[config.mk]
export PLATFORM = sky130hd
export DESIGN_NAME = exp_result_fifo
export DESIGN_NICKNAME = d
export VERILOG_FILES = /design/src/rtl/exp_pkg.sv /design/src/rtl/sync_fifo_fwft.sv /design/src/rtl/exp_result_fifo.sv
export SDC_FILE = /design/constraint.sdc
export NUM_CORES = 1
export LEC_CHECK = 0
export BUFFER_PORTS_ARGS = -buffer_cell sky130_fd_sc_hd__buf_2
export CAP_MARGIN = 20
export CORE_MARGIN = 5
export CORE_UTILIZATION = 32
export CTS_CLUSTER_SIZE = 14
export DETAILED_ROUTE_END_ITERATION = 7
export PLACE_DENSITY = 0.55
export SLEW_MARGIN = 20
export SYNTH_ARGS = -nofsm -noshare
export SYNTH_HDL_FRONTEND = slang
export SYNTH_SLANG_ARGS = --single-unit
[constraint.sdc]
create_clock -name clk -period 12.05 [get_ports clk]
set_clock_uncertainty 0.2 [all_clocks]
set_input_delay 1.8075 -clock clk [delete_from_list [all_inputs] [get_ports clk]]
set_output_delay 1.8075 -clock clk [all_outputs]
set_load 0.02 [all_outputs]
[src/rtl/exp_pkg.sv]
// Shared definitions for the exp pipe and its result FIFO.
//   EXP_DATA_W     result width (x^8 of a 7-bit input)
//   EXP_IN_W       exp pipe input width
//   EXP_TEST_TIMES results expected per run
//   exp_state_e    run-tracking FSM states
//   clog2()        ceiling log2, usable in constant expressions
package exp_pkg;

    localparam int unsigned EXP_DATA_W     = 64;
    localparam int unsigned EXP_IN_W       = 7;
    localparam int unsigned EXP_TEST_TIMES = 100;

    typedef enum logic [1:0] {
        StIdle,
        StCollect,
        StDrain,
        StDone
    } exp_state_e;

    function automatic int unsigned clog2(input int unsigned value);
        int unsigned res;
        res = 0;
        while ((64'd1 << res) < 64'(value)) begin
            res = res + 1;
        end
        return res;
    endfunction

endpackage

[src/rtl/sync_fifo_fwft.sv]
// First-word-fall-through synchronous FIFO: storage, pointers, count and flags.
//   clk, rst   clock and synchronous active-high reset
//   push       write wdata this cycle (caller guarantees !full or simultaneous pop)
//   pop        drop the head entry this cycle (caller guarantees !empty)
//   wdata      write data
//   rdata      head entry, read combinationally from storage
//   count      entries stored
//   full       count == DEPTH
//   empty      count == 0
module sync_fifo_fwft
    import exp_pkg::*;
#(
    parameter int unsigned DATA_W = 64,
    parameter int unsigned DEPTH  = 8
) (
    input  logic                         clk,
    input  logic                         rst,
    input  logic                         push,
    input  logic                         pop,
    input  logic [DATA_W-1:0]            wdata,
    output logic [DATA_W-1:0]            rdata,
    output logic [$clog2(DEPTH+1)-1:0]   count,
    output logic                         full,
    output logic                         empty
);

    localparam int unsigned AddrW = clog2(DEPTH);
    localparam int unsigned PtrW  = AddrW + 1;
    localparam int unsigned CntW  = $clog2(DEPTH + 1);

    logic [DATA_W-1:0] mem_q [DEPTH];
    logic [PtrW-1:0]   wr_ptr_q, rd_ptr_q;
    logic [CntW-1:0]   count_q, count_d;

    always_comb begin
        count_d = count_q;
        case ({push, pop})
            2'b10:   count_d = count_q + CntW'(1);
            2'b01:   count_d = count_q - CntW'(1);
            default: count_d = count_q;
        endcase
    end

    always_ff @(posedge clk) begin
        if (rst) begin
            wr_ptr_q <= '0;
            rd_ptr_q <= '0;
            count_q  <= '0;
        end else begin
            if (push) wr_ptr_q <= wr_ptr_q + PtrW'(1);
            if (pop)  rd_ptr_q <= rd_ptr_q + PtrW'(1);
            count_q <= count_d;
        end
    end

    // Storage is deliberately not reset; the pointers alone define validity.
    always_ff @(posedge clk) begin
        if (push) mem_q[wr_ptr_q[AddrW-1:0]] <= wdata;
    end

    assign rdata = mem_q[rd_ptr_q[AddrW-1:0]];
    assign count = count_q;
    // Extra pointer MSB distinguishes full from empty when the address bits match.
    assign empty = (wr_ptr_q == rd_ptr_q);
    assign full  = (wr_ptr_q[PtrW-1] != rd_ptr_q[PtrW-1]) &&
                   (wr_ptr_q[AddrW-1:0] == rd_ptr_q[AddrW-1:0]);

endmodule

[src/rtl/exp_result_fifo.sv]
// Result buffer behind param_exp_pipe. Captures each result into a FWFT FIFO, presents it on
// a ready/valid output, flags dropped results and reports when a full run has been drained.
//   clk, rst     clock and synchronous active-high reset
//   i_valid      result strobe from the exp pipe
//   i_data       result value
//   o_valid      head entry available
//   o_data       head entry (valid only while o_valid)
//   i_ready      consumer takes the head this cycle
//   o_count      entries stored
//   o_full       FIFO full
//   o_empty      FIFO empty
//   o_overflow   sticky: at least one result was dropped
//   o_rcv_cnt    results accepted this run, saturating at TEST_TIMES
//   o_done       every result of the run accepted and drained
module exp_result_fifo
    import exp_pkg::*;
#(
    parameter int unsigned DATA_W     = EXP_DATA_W,
    parameter int unsigned DEPTH      = 8,
    parameter int unsigned TEST_TIMES = EXP_TEST_TIMES
) (
    input  logic                              clk,
    input  logic                              rst,
    input  logic                              i_valid,
    input  logic [DATA_W-1:0]                 i_data,
    output logic                              o_valid,
    output logic [DATA_W-1:0]                 o_data,
    input  logic                              i_ready,
    output logic [$clog2(DEPTH+1)-1:0]        o_count,
    output logic                              o_full,
    output logic                              o_empty,
    output logic                              o_overflow,
    output logic [$clog2(TEST_TIMES+1)-1:0]   o_rcv_cnt,
    output logic                              o_done
);

    localparam int unsigned CntW = $clog2(DEPTH + 1);
    localparam int unsigned RcvW = $clog2(TEST_TIMES + 1);

    logic            fifo_full, fifo_empty;
    logic [CntW-1:0] fifo_count;
    logic            push, pop, drop, rcv_open, last_push;

    logic [RcvW-1:0] rcv_cnt_q, rcv_cnt_d;
    logic            overflow_q, overflow_d;
    exp_state_e      state_q, state_d;

    // A pop frees a slot in the same cycle, so a full FIFO can still accept.
    assign pop       = !fifo_empty && i_ready;
    assign rcv_open  = (rcv_cnt_q < RcvW'(TEST_TIMES));
    assign push      = i_valid && (!fifo_full || pop) && rcv_open;
    assign drop      = i_valid && !push;
    assign last_push = push && (rcv_cnt_q == RcvW'(TEST_TIMES - 1));

    sync_fifo_fwft #(
        .DATA_W (DATA_W),
        .DEPTH  (DEPTH)
    ) u_fifo (
        .clk   (clk),
        .rst   (rst),
        .push  (push),
        .pop   (pop),
        .wdata (i_data),
        .rdata (o_data),
        .count (fifo_count),
        .full  (fifo_full),
        .empty (fifo_empty)
    );

    always_comb begin
        rcv_cnt_d  = rcv_cnt_q;
        overflow_d = overflow_q | drop;
        state_d    = state_q;
        if (push) rcv_cnt_d = rcv_cnt_q + RcvW'(1);
        case (state_q)
            StIdle: begin
                // A one-result run goes straight to draining.
                if (push) state_d = last_push ? StDrain : StCollect;
            end
            StCollect: begin
                if (last_push) state_d = StDrain;
            end
            StDrain: begin
                if (fifo_count == '0 || (fifo_count == CntW'(1) && pop)) state_d = StDone;
            end
            StDone: begin
                state_d = StDone;
            end
            default: begin
                state_d = StIdle;
            end
        endcase
    end

    always_ff @(posedge clk) begin
        if (rst) begin
            rcv_cnt_q  <= '0;
            overflow_q <= 1'b0;
            state_q    <= StIdle;
        end else begin
            rcv_cnt_q  <= rcv_cnt_d;
            overflow_q <= overflow_d;
            state_q    <= state_d;
        end
    end

    assign o_valid    = !fifo_empty;
    assign o_empty    = fifo_empty;
    assign o_full     = fifo_full;
    assign o_count    = fifo_count;
    assign o_overflow = overflow_q;
    assign o_rcv_cnt  = rcv_cnt_q;
    assign o_done     = (state_q == StDone);

endmodule

==> results.json <==
{
  "status": "finished, final reports clean",
  "grt_pass1_wl_um": 64900,
  "drt_iter0_markers": 620,
  "clock_sinks": 537,
  "crit_end": "o_data[22]",
  "grt_pass1_vias": 9928,
  "postLayoutSetupSlackWorst_ns": 6.286,
  "fmax_mhz": 173.5,
  "cts_max_path_buffers": 3,
  "p_switching_w": 0.001036,
  "comb_power_share_pct": 13.6,
  "cp_max_fo": 33,
  "synth-edff-count": 512,
  "crit_path_start_kind": "flip-flop",
  "dp_hpwl_um": 23890,
  "rr_endpoint": "u_fifo.count[3]",
  "multi_input_area_mm2": 0.004521,
  "dr.pass1.iters": 4,
  "synthMuxAreaShare_pct": 18.21,
  "drc_errors": 0,
  "ant_nets": 0,
  "synthesis.nets": 968,
  "clk_pin_slew_ns": 0.06,
  "holdCritPathClass": "reg -> reg",
  "yosys-top-cells-count": "edfxtp_1 (512), mux4_2 (128), mux2_2 (67)",
  "ioPinCount": 148,
  "root_buffer": "clkbuf_16",
  "crit_path_end_kind": "output port",
  "cts-resized-gates": 0,
  "routedWlPerCell_um": 22.07,
  "rows": 93,
  "period_share_pct": 47.83,
  "period_minus_slack_ns": 5.764,
  "power.internal_w": 0.003285,
  "swShare_pct": 23.97,
  "clk_latency_ns": 0.59,
  "dieArea_mm2": 0.06945,
  "vias_per_cell": 4.720,
  "track_usage_pct": 12.32,
  "avgSynthCellArea_um2": 23.03,
  "cts_htree_levels": 2,
  "io_buffer_count": 147,
  "synth-seq-cells": 537,
  "grt-ovfl-total": 0,
  "regArea_mm2": 0.01589,
  "synth_simple_gate_area_share_pct": 1.721,
  "pwr-share-clk_pct": 36.9,
  "initial_core_util_pct": 32.08,
  "relSlewSlack_pct": 29.05,
  "tns_ns": 0,
  "postCtsHoldBufs": 0,
  "sequentialPowerShare_pct": 49.5,
  "r2r_cells": 9,
  "vias": 9327,
  "ff2ff_setup_slack_ns": 8.33,
  "die_h_um": 263.5,
  "crit_type": "reg -> out",
  "power.total_w": 0.004321,
  "wirelength_um": 43610,
  "ys_seq_area_share_pct": 77.18,
  "core_mm2": 0.06412,
  "nets": 1152,
  "crit_arrival_ns": 3.76,
  "worstPathRequired_ns": 10.04,
  "area_growth_pct": 17.14,
  "grt_max_degree": 67,
  "synth_top_area_share_pct": 74.74,
  "yosys_warnings": 0,
  "place_congestion": 0.6655,
  "yosysTopAreaCell": "edfxtp_1",
  "drive_above_1_share_pct": 40.73,
  "hold_viol": 0,
  "antenna_found_initial": 10,
  "synth_area_mm2": 0.02057,
  "cts_buffers": 56,
  "synth_top_family_by_area": "multiplexers",
  "synth_most_common_cell": "edfxtp_1",
  "synth_xor_area_share_pct": 0.4745,
  "dp_slack_ns": 6.708,
  "cts_tree": "done",
  "syn_inst": 893,
  "synth-adder-area-share_pct": 0.4258,
  "final-setup-viol-count": 0,
  "synth_compound_area_share_pct": 0.9307,
  "cts_setup_buffers": 0,
  "async_flop_share_pct": 0,
  "synth_ff_type": "edfxtp_1",
  "worst_pin_slew_ns": 1.064,
  "timing.max_cap.violations": 0,
  "r2r_start": "u_fifo.wr_ptr_q[1]",
  "nFillCells": 5828,
  "power_leakage_nw": 7.636,
  "power.density_mw_per_mm2": 179.3,
  "drv_slew": 0,
  "synth_area_leaders": "edfxtp_1 (75%), mux4_2 (14%), mux2_2 (3.7%), dfxtp_1 (2.4%), clkbuf_1 (0.47%)",
  "synth_cell_type_count": 47,
  "peakVddDrop_mv": 0.1161,
  "die_x_um": 263.5,
  "rsz0062_at_grt": "no"
}
state kept, by name (all words and copies together) (netlist names), named ones only:
signal           flops
o_rcv_cnt            7
u_fifo.mem_q       512
u_fifo.count         4
u_fifo.wr_ptr_q      4
u_fifo.rd_ptr_q      4
state_q              2
o_overflow           1
critical path, cell delays in order (launching register included):
cell     delay [ns]
dfxtp_4        0.68
buf_4          0.63
buf_4          0.70
mux4_2         0.59
mux2_2         0.31
buf_2          0.17
stage by stage:
step | hold WS (ns) | util, % | std cells | instance area, µm²
after floorplan | 0.2824 | - | 893 | 20570
after global placement | 0.2498 | 34.94 | 1874 | 22400
after detailed placement | 0.2593 | 34.94 | 1874 | 22400
after CTS | 0.2772 | 37.56 | 1972 | 24080
after global routing | 0.3010 | 37.56 | 1972 | 24080
final | 0.2726 | 37.58 | 1976 | 24090
worst min-delay path by stage:
stage	start	to	slack (ns)	cells after the start
2_1_floorplan	state_q[1]	state_q[1]	0.28	2
3_3_place_gp	o_overflow	o_overflow	0.25	2
3_5_place_dp	o_overflow	o_overflow	0.26	2
4_1_cts	o_overflow	o_overflow	0.28	2
5_1_grt	o_overflow	o_overflow	0.30	2
6_report	o_overflow	o_overflow	0.27	2
logic make-up after synthesis:
kind of cell,Yosys count
flip-flops,537
multiplexers,204
AND/OR/NAND/NOR,58
buffers and inverters,52
AO/OA/AOI/OAI,26
XOR/XNOR,9
adder cells (fa/ha/maj),7
layout by cell type (no fill, tap or decap), drive strengths merged, types with 4 or more instances in the layout:
cell type / n
edfxtp: 512
buf: 167
mux4: 128
mux2: 72
clkbuf: 64
clkinv: 27
dfxtp: 25
nor2: 15
inv: 11
a21oi: 10
nor2b: 8
nand2b: 7
ha: 7
xor2: 7
diode: 4
o21ai: 4
mux2i: 4
clkinvlp: 4
a211oi: 4
layer usage:
layer	part of all wire [%]	track usage (%)
met1	45	16.88
met2	48	19.75
met3	5.6	3.477
met4	1.6	2.840
met5	0.14	0
area by class of cell:
type                    instances  share of cell area, %
inverters                      11                 0.1714
multi-input cells             304                  18.76
clock inverters                34                  1.033
diodes                          4                0.04154
flip-flops and latches        537                  65.93
repair buffers                167                  3.677
well taps                     855                  4.440
clock buffers                  64                  5.941
power by group through the flow:
stage | clock network, W | logic [W] | registers (W)
after floorplan | 0 | 0.000441 | 0.00216
after global placement | 0 | 0.000603 | 0.00218
after detailed placement | 0 | 0.000608 | 0.00218
after CTS | 0.00165 | 0.000610 | 0.00214
after global routing | 0.00172 | 0.000641 | 0.00215
final | 0.00159 | 0.000590 | 0.00214
Power figures use the tool's default switching activity.
